## src/rtl/pc_sequencer.sv

```systemverilog
// Instruction-fetch sequencer: owns the architectural PC, fetches over a req/ack
// handshake and issues each instruction to decode with a valid/ready handshake.
module pc_sequencer #(
    parameter logic [31:0] RESET_PC   = 32'h0000_3000,
    parameter logic [31:0] EXC_VECTOR = 32'h0000_4180
) (
    input  logic        clk,
    input  logic        reset,
    output logic        imem_req,
    output logic [31:0] imem_addr,
    input  logic        imem_ack,
    input  logic [31:0] imem_rdata,
    output logic        instr_valid,
    output logic [31:0] instr,
    output logic [31:0] instr_pc,
    input  logic        instr_ready,
    input  logic        br_taken,
    input  logic [15:0] br_offset,
    input  logic        jump,
    input  logic [25:0] jump_index,
    input  logic        jr,
    input  logic [31:0] jr_target,
    input  logic        exception,
    input  logic        halt,
    output logic [31:0] epc,
    output logic        adel,
    output logic        halted,
    output logic [31:0] retired
);

    typedef enum logic [1:0] {
        IDLE  = 2'd0,
        FETCH = 2'd1,
        ISSUE = 2'd2,
        HALT  = 2'd3
    } state_t;

    state_t      state;
    state_t      state_next;
    logic [31:0] pc;
    logic [31:0] pc_next;
    logic [31:0] seq_pc;
    logic [31:0] br_disp;
    logic        accept;
    logic        fetch_done;
    logic        jr_misaligned;
    logic        trap;
    logic        trap_adel;

    assign imem_req    = (state == FETCH);
    assign imem_addr   = pc;
    assign instr_valid = (state == ISSUE);
    assign halted      = (state == HALT);

    assign accept        = instr_valid && instr_ready;
    assign fetch_done    = (state == FETCH) && imem_ack;
    assign seq_pc        = instr_pc + 32'd4;
    assign br_disp       = {{14{br_offset[15]}}, br_offset, 2'b00};
    assign jr_misaligned = jr && (jr_target[1:0] != 2'b00);

    // Redirect selection; only consumed on an accept cycle.
    always_comb begin
        pc_next   = seq_pc;
        trap      = 1'b0;
        trap_adel = 1'b0;
        if (exception) begin
            pc_next = EXC_VECTOR;
            trap    = 1'b1;
        end else if (jr_misaligned) begin
            pc_next   = EXC_VECTOR;
            trap      = 1'b1;
            trap_adel = 1'b1;
        end else if (jr) begin
            pc_next = jr_target;
        end else if (jump) begin
            pc_next = {seq_pc[31:28], jump_index, 2'b00};
        end else if (br_taken) begin
            pc_next = seq_pc + br_disp;
        end
    end

    always_comb begin
        state_next = state;
        case (state)
            IDLE:    state_next = FETCH;
            FETCH:   if (imem_ack) state_next = ISSUE;
            ISSUE:   if (instr_ready) state_next = halt ? HALT : FETCH;
            HALT:    state_next = HALT;
            default: state_next = IDLE;
        endcase
    end

    always_ff @(posedge clk or negedge reset) begin
        if (!reset) begin
            state <= IDLE;
        end else begin
            state <= state_next;
        end
    end

    always_ff @(posedge clk or negedge reset) begin
        if (!reset) begin
            pc       <= RESET_PC;
            instr    <= 32'd0;
            instr_pc <= RESET_PC;
            epc      <= 32'd0;
            adel     <= 1'b0;
            retired  <= 32'd0;
        end else begin
            adel <= accept && trap_adel;
            if (fetch_done) begin
                instr    <= imem_rdata;
                instr_pc <= pc;
            end
            if (accept) begin
                pc      <= pc_next;
                retired <= retired + 32'd1;
                if (trap) begin
                    epc <= instr_pc;
                end
            end
        end
    end

endmodule

```

## config.mk

```make
export PLATFORM = sky130hd
export DESIGN_NAME = pc_sequencer
export DESIGN_NICKNAME = d
export VERILOG_FILES = /design/src/rtl/pc_sequencer.sv
export SDC_FILE = /design/constraint.sdc
export NUM_CORES = 1
export LEC_CHECK = 0
export ABC_AREA = 1
export CAP_MARGIN = 20
export CORE_UTILIZATION = 54
export CTS_CLUSTER_DIAMETER = 30
export DETAILED_ROUTE_END_ITERATION = 10
export GPL_TIMING_DRIVEN = 0
export HOLD_SLACK_MARGIN = 0.12
export PLACE_DENSITY = 0.95
export SYNTH_ARGS = -nofsm -noshare
export SYNTH_HDL_FRONTEND = slang
export SYNTH_SLANG_ARGS = --single-unit
```

## constraint.sdc

```tcl
create_clock -name clk -period 5.95 [get_ports clk]
set_clock_uncertainty 0.15 [all_clocks]
set_input_delay 0.8925 -clock clk [delete_from_list [all_inputs] [get_ports clk]]
set_output_delay 0.8925 -clock clk [all_outputs]
set_load 0.01 [all_outputs]
```

==> out/metrics.yaml, run 1 <==
status: "finished clean"
grt_overflow: 0
num_rows: 50
critPathMostFrequentCell: "nand2_1"
grt_pass1_wl_um: 64800
hold_viol: 0
drv_cap: 0
worst_pin_slew_ns: 0.916
io_buffers: 276
cp_max_fo: 8
worstRegToRegCells: 18
setup_viol: 0
crit_cells: 18
synth_nets: 1608
diodes: 0
chipWidth_um: 141
synth_cells: 1456
slew_viol_final: 0
vias_per_cell: 5.86
drive_above_1_share_pct: 6.12
wl_met1_um: 15600
synth_edf_count: 0
h-tree-depth: 4
worstPathArrival_ns: 4.19
r2r-start: "instr_pc[2]$_DFFE_PN0P_"
finalSetupTns_ns: 0
ff2ff_setup_slack_ns: 1.94
top_layer: "met4"
clock_latency_ns: 0.45
dp_hpwl_um: 32100
worst_slack_ns: 1.94
cp-start-kind: "flop"
synthTopCellsByCount: "nand2_1 (443), inv_1 (208), dfrtp_1 (159)"
synth_ff_type: "dfrtp_1"
yosysMostFrequentCell: "nand2_1"
timing.rr.end: "imem_addr[21]$_DFFE_PN0P_"
hold_class: "flop to flop"
hold_buffers: 0
critPathKind: "flop to flop"
track_usage_pct: 43.9
clk_pin_slew_ns: 0.07
ir_drop_uv: 433
numCtsBuffers: 17
crit_end: "imem_addr[21]$_DFFE_PN0P_"
yosysTopAreaCell: "dfrtp_1"
route.detailed.drc: 0
yosys-top-cells-area: "dfrtp_1 (38%), nand2_1 (16%), inv_1 (7.5%)"
areaGrowthSynthToFinish_pct: 35.7
post_cts.repair.setup_buffers: 0
rsz0062_at_grt: "no"
clock.fmax_mhz: 249
post_cts_resized: 0
cts_tree: "built"
routed_wl_um: 43000
cts_buffer_depth: 2
gp_congestion: 1.05
min_period_over_period_pct: 67.4
crit_slowest_cell: "dfrtp_1"
cp_slowest_stage_delay_ns: 0.61
cp_top_family: "simple AND/OR/NAND/NOR gates"
synthArstFlopShare_pct: 100
ys_seq_elements: 163
startpoint: "instr_pc[2]$_DFFE_PN0P_"
critical_path_required_ns: 6.13
power_leakage_nw: 7.13
maxSlewHeadroom_pct: 38.3
synth_cell_types: 49
first_iter_violations: 1578
synth_area_per_cell_um2: 7.18
core_region_area_um2: 18800
dieArea_um2: 19900
initial_utilization_pct: 55.5
die_h_um: 141
end_kind: "flop"
antenna_found_initial: 0
path_buf_inv: 2
post_dp_cell_area_um2: 13600
pin_count: 279
cts-root-buf: "clkbuf_16"
p_per_area_nw_per_um2: 478
routed-via-count: 11857
wire_per_inst_um: 21.2
worstHoldStart: "retired[31]$_DFFE_PN0P_"
ys_warn_count: 0
grt_max_degree: 88
ys_seq_area_share_pct: 39.0
routed-wl-met3_um: 5070
pre_cts_ws_ns: 1.97
syn_area_um2: 10500
clkSinkCount: 163
route.met2.wl_um: 19300
finalInstanceArea_um2: 14200
synth_top_area_share_pct: 38.0
finalCriticalPeriod_ns: 4.01
dr.pass1.iters: 8
cp_cell_sequence: "ha_1 -> nand3_1 -> inv_1 -> nand2_1 -> nor2_1 -> xor2_1 -> ha_1 -> nand2_1 -> nor2_1 -> inv_1 -> nor2_1 -> nand4_1 -> nand4_1 -> nand3_1 -> nand2_1 -> nand2_1 -> nand2_1 -> nand2_1"
antenna_left: 0
grt_pass1_vias: 11606
fin_nets: 1904
## area by class of cell
class | count | area (µm²)
buffer | 37 | 151
clock buffer | 20 | 447
clock inverter | 12 | 171
fill | 1326 | 4640
inverter | 210 | 791
multi-input combinational | 1046 | 5430
sequential | 163 | 4080
tap | 260 | 325
timing repair buffer | 277 | 2790
## report_power, final
part           leakage [nW]  switching (W)  internal [W]
combinational          4.81        0.00210       0.00153
clock                 0.295       0.000508      0.000682
sequential             2.02       0.000445       0.00152
## how the worst min path moves through the flow
stage / slack [ns] / end / depth (start not counted)
3_3_place_gp: 0.31 / retired[31]$_DFFE_PN0P_ / 1
6_report: 0.33 / retired[31]$_DFFE_PN0P_ / 1
5_1_grt: 0.34 / retired[31]$_DFFE_PN0P_ / 1
4_1_cts: 0.34 / retired[31]$_DFFE_PN0P_ / 1
2_1_floorplan: 0.33 / imem_addr[13]$_DFFE_PN1P_ / 2
3_5_place_dp: 0.31 / retired[31]$_DFFE_PN0P_ / 1
## worst reg2reg max path: stages (launching register included)
cell	delay (ns)
dfrtp_1	0.61
ha_1	0.36
nand3_1	0.24
inv_1	0.19
nand2_1	0.17
nor2_1	0.17
xor2_1	0.35
ha_1	0.30
nand2_1	0.12
nor2_1	0.23
inv_1	0.10
nor2_1	0.16
nand4_1	0.22
nand4_1	0.17
nand3_1	0.10
nand2_1	0.11
nand2_1	0.05
nand2_1	0.05
nand2_1	0.04
## logic make-up after synthesis
family,Yosys count,share of synthesized area [%]
xor+xnor,48,4.02
flops,163,39.0
mux,39,4.20
compound gates,169,8.65
simple gates,753,30.6
fa+ha+maj,37,4.50
buf+inv,247,9.01
## state kept, by name, summed over array words and instances, names as in the netlist
name and flops:
retired 32, epc 32, state 2, imem_addr 32
adel 1, instr 32, instr_pc 32
## layer usage
metal  global-route usage [%]  vias up
li1                         -     5201
met1                     55.1     5427
met2                     68.9     1000
met3                     9.68      229
met4                     27.9        0
met5                        0        -
## stage by stage
step | hold WS, ns | instances | util, % | total power, W
after floorplan | 0.330 | 1456 | - | 0.00372
after global placement | 0.309 | 1992 | 71.9 | 0.00527
after detailed placement | 0.311 | 1993 | 72.1 | 0.00541
after CTS | 0.339 | 2025 | 75.4 | 0.00667
after global routing | 0.342 | 2025 | 75.4 | 0.00713
final | 0.335 | 2025 | 75.4 | 0.00679
## cells in the final DEF, fill, tap and decap left out, drive strengths merged, types with 20 or more instances in the layout
| master | Yosys | final |
|---|---|---|
| a21oi | 76 | 76 |
| dfrtp | 159 | 159 |
| clkbuf | 23 | 43 |
| nor3 | 27 | 27 |
| nand3 | 88 | 88 |
| nor2 | 156 | 156 |
| nand2 | 446 | 446 |
| xor2 | 39 | 39 |
| o21ai | 72 | 72 |
| nand4 | 20 | 20 |
| inv | 209 | 213 |
| clkdlybuf4s50 | 0 | 275 |
| ha | 36 | 36 |
| mux2 | 39 | 39 |
Power figures use the tool's default switching activity.
==> inputs of run 2 (changes only) <==
- CORE_UTILIZATION: 54 -> 50
- PLACE_DENSITY: 0.95 -> 0.9
- clock period: 5.95 -> 3.9 ns (I/O delays scaled with it)
==> run 2 against run 1 <==
  * Highest routed layer unchanged
  * Combinational power up 50%
  * Count of clock-buffer cells in the layout down 2
  * Core utilization down 5.6 points
  * Critical path type unchanged
  * Critical endpoint is now imem_addr[19]$_DFFE_PN0P_
  * Largest power group unchanged
==> out/metrics.yaml, run 2 (same netlist as run 1, synthesis figures left out) <==
maxSlewHeadroom_pct: 45.5  # was 38.3%
num_rows: 52  # was 50
seq_area_um2: 4090  # was 4080 µm²
slew_viol_final: 0  # unchanged
routed_wl_um: 39400  # was 43000 µm
worstPathArrival_ns: 3.88  # was 4.19 ns
grt_pass1_vias: 10938  # was 11606
initial_utilization_pct: 51.4  # was 55.5%
h-tree-depth: 4  # unchanged
wl_met1_um: 15700  # was 15600 µm
cts_buffer_depth: 2  # unchanged
antenna_left: 0  # unchanged
finalInstanceArea_um2: 14200  # about the same
hold_class: "flop to flop"  # unchanged
dieArea_um2: 21500  # was 19900 µm²
layout_commonest_cell: "nand2_1"  # unchanged
clk_pin_slew_ns: 0.07  # about the same
cts_tree: "built"  # unchanged
antenna_found_initial: 0  # unchanged
clock_latency_ns: 0.44  # was 0.45 ns
critPathKind: "flop to flop"  # unchanged
route.met2.wl_um: 18100  # was 19300 µm
track_usage_pct: 36.9  # was 43.9%
p_per_area_nw_per_um2: 704  # was 478 nW/µm²
fin_nets: 1908  # was 1904
finalCriticalPeriod_ns: 3.71  # was 4.01 ns
routed-wl-met3_um: 3770  # was 5070 µm
post_dp_cell_area_um2: 13600  # about the same
cp-start-kind: "flop"  # unchanged
routed-via-count: 11323  # was 11857
clock.fmax_mhz: 270  # was 249 MHz
dr.pass1.iters: 5  # was 8
grt_overflow: 0  # unchanged
wire_per_inst_um: 19.3  # was 21.2 µm
hold_viol: 0  # unchanged
cts-root-buf: "clkbuf_16"  # unchanged
cp_max_fo: 7  # was 8
min_period_over_period_pct: 95.0  # was 67.4%
first_iter_violations: 1069  # was 1578
io_buffers: 276  # unchanged
grt_pass1_wl_um: 60300  # was 64800 µm
numCtsBuffers: 17  # unchanged
totalPowerFinal_w: 0.0100  # was 0.00679 W
layout_common_cells: "nand2_1 (442), clkdlybuf4s50_1 (275), inv_1 (208), dfrtp_1 (157), nor2_1 (147)"  # was nand2_1 (443), clkdlybuf4s50_1 (275), inv_1 (208), dfrtp_1 (159), nor2_1 (151)
drive_above_1_share_pct: 6.90  # was 6.12%
chipWidth_um: 147  # was 141 µm
die_h_um: 147  # was 141 µm
core_region_area_um2: 20400  # was 18800 µm²
diodes: 0  # unchanged
multi_input_area_um2: 5460  # was 5430 µm²
drv_cap: 0  # unchanged
top_layer: "met4"  # unchanged
end_kind: "flop"  # unchanged
power_leakage_nw: 7.11  # was 7.13 nW
vias_per_cell: 5.55  # was 5.86
route.detailed.drc: 0  # unchanged
fillers: 1630  # was 1326
dp_hpwl_um: 30400  # was 32100 µm
critical_path_required_ns: 4.07  # was 6.13 ns
rsz0062_at_grt: "no"  # unchanged
gp_congestion: 1.03  # was 1.05
clkSinkCount: 163  # unchanged
worst_pin_slew_ns: 0.815  # was 0.916 ns
ir_drop_uv: 592  # was 433 µV
setup_viol: 0  # unchanged
grt_max_degree: 103  # was 88
pin_count: 279  # unchanged
areaGrowthSynthToFinish_pct: 35.8  # was 35.7%
status: "finished clean"  # unchanged
run 2: changes by cell type in the layout (fill, tap and decap cells not counted), moves of 2 or more:
cell / before / now
buf_4: 0 / 3
nor2_1: 151 / 147
dfrtp_2: 0 / 2
clkinvlp_4: 2 / 5
inv_6: 2 / 5
nor2_2: 2 / 6
dfrtp_1: 159 / 157
bufinv_16: 3 / 0
clkinv_4: 3 / 1
clkbuf_1: 24 / 22
run 2: cell type report:
class | instances | area share [%]
multi-input combinational | 1046 | 38.4
timing repair buffer | 281 | 19.9
tap | 270 | 2.38
clock buffer | 18 | 3.09
sequential | 163 | 28.8
clock inverter | 14 | 0.828
inverter | 210 | 5.57
buffer | 37 | 1.07
run 2: stage by stage:
stage	instances	hold slack [ns]	setup WS (ns)	setup TNS (ns)	utilization, %
floorplan	1456	0.139	1.12	0	-
CTS	2036	0.334	0.0841	0	69.5
finish	2039	0.333	0.194	0	69.8
detailed placement	2003	0.316	0.136	0	66.7
global placement	2002	0.307	-4.38	-702.72	66.6
global route	2039	0.358	0.00377	0	69.8
run 2: path summary, 6_finish.rpt:
path,from,to,slack [ns],cells past startpoint
setup reg to reg,instr_pc[3]$_DFFE_PN0P_,imem_addr[19]$_DFFE_PN0P_,0.19,20
hold / removal,retired[31]$_DFFE_PN0P_,retired[31]$_DFFE_PN0P_,0.33,1
min in group asynchronous,reset,retired[31]$_DFFE_PN0P_,0.52,2
setup / recovery,instr_pc[3]$_DFFE_PN0P_,imem_addr[19]$_DFFE_PN0P_,0.19,20
hold reg to reg,retired[31]$_DFFE_PN0P_,retired[31]$_DFFE_PN0P_,0.33,1
max in group asynchronous,reset,instr_pc[3]$_DFFE_PN0P_,2.19,3
run 2: layer usage:
metal,up-vias,global-route usage (%)
li1,5212,-
met1,5295,48.8
met2,690,58.7
met3,126,6.75
met4,0,17.2
met5,-,0
run 2: worst max-delay path, stage by stage (launching register included):
cell and delay [ns]:
dfrtp_2 0.46, ha_1 0.30, nand3_1 0.23, inv_1 0.21
nand2_2 0.14, xor2_2 0.28, ha_1 0.35, nand2_1 0.16
inv_1 0.06, nand2_1 0.07, nand2_1 0.13, inv_1 0.08
nand3_1 0.25, nand2_1 0.17, nand2_1 0.06, nand2_1 0.05
nand3_1 0.07, nand2_1 0.11, nand2_1 0.05, nand2_1 0.13
nand2_1 0.07
run 2: what timing repair did:
item	4_1_cts	5_1_grt
gates resized for setup	0	10
setup endpoints to repair	0	15
hold buffers	1	0
endpoints found under the hold margin	59	0
setup buffers	0	3
run 2: power breakdown:
part	switching [W]	internal (W)
Clock	0.000775	0.000849
Combinational	0.00308	0.00236
Sequential	0.000608	0.00233
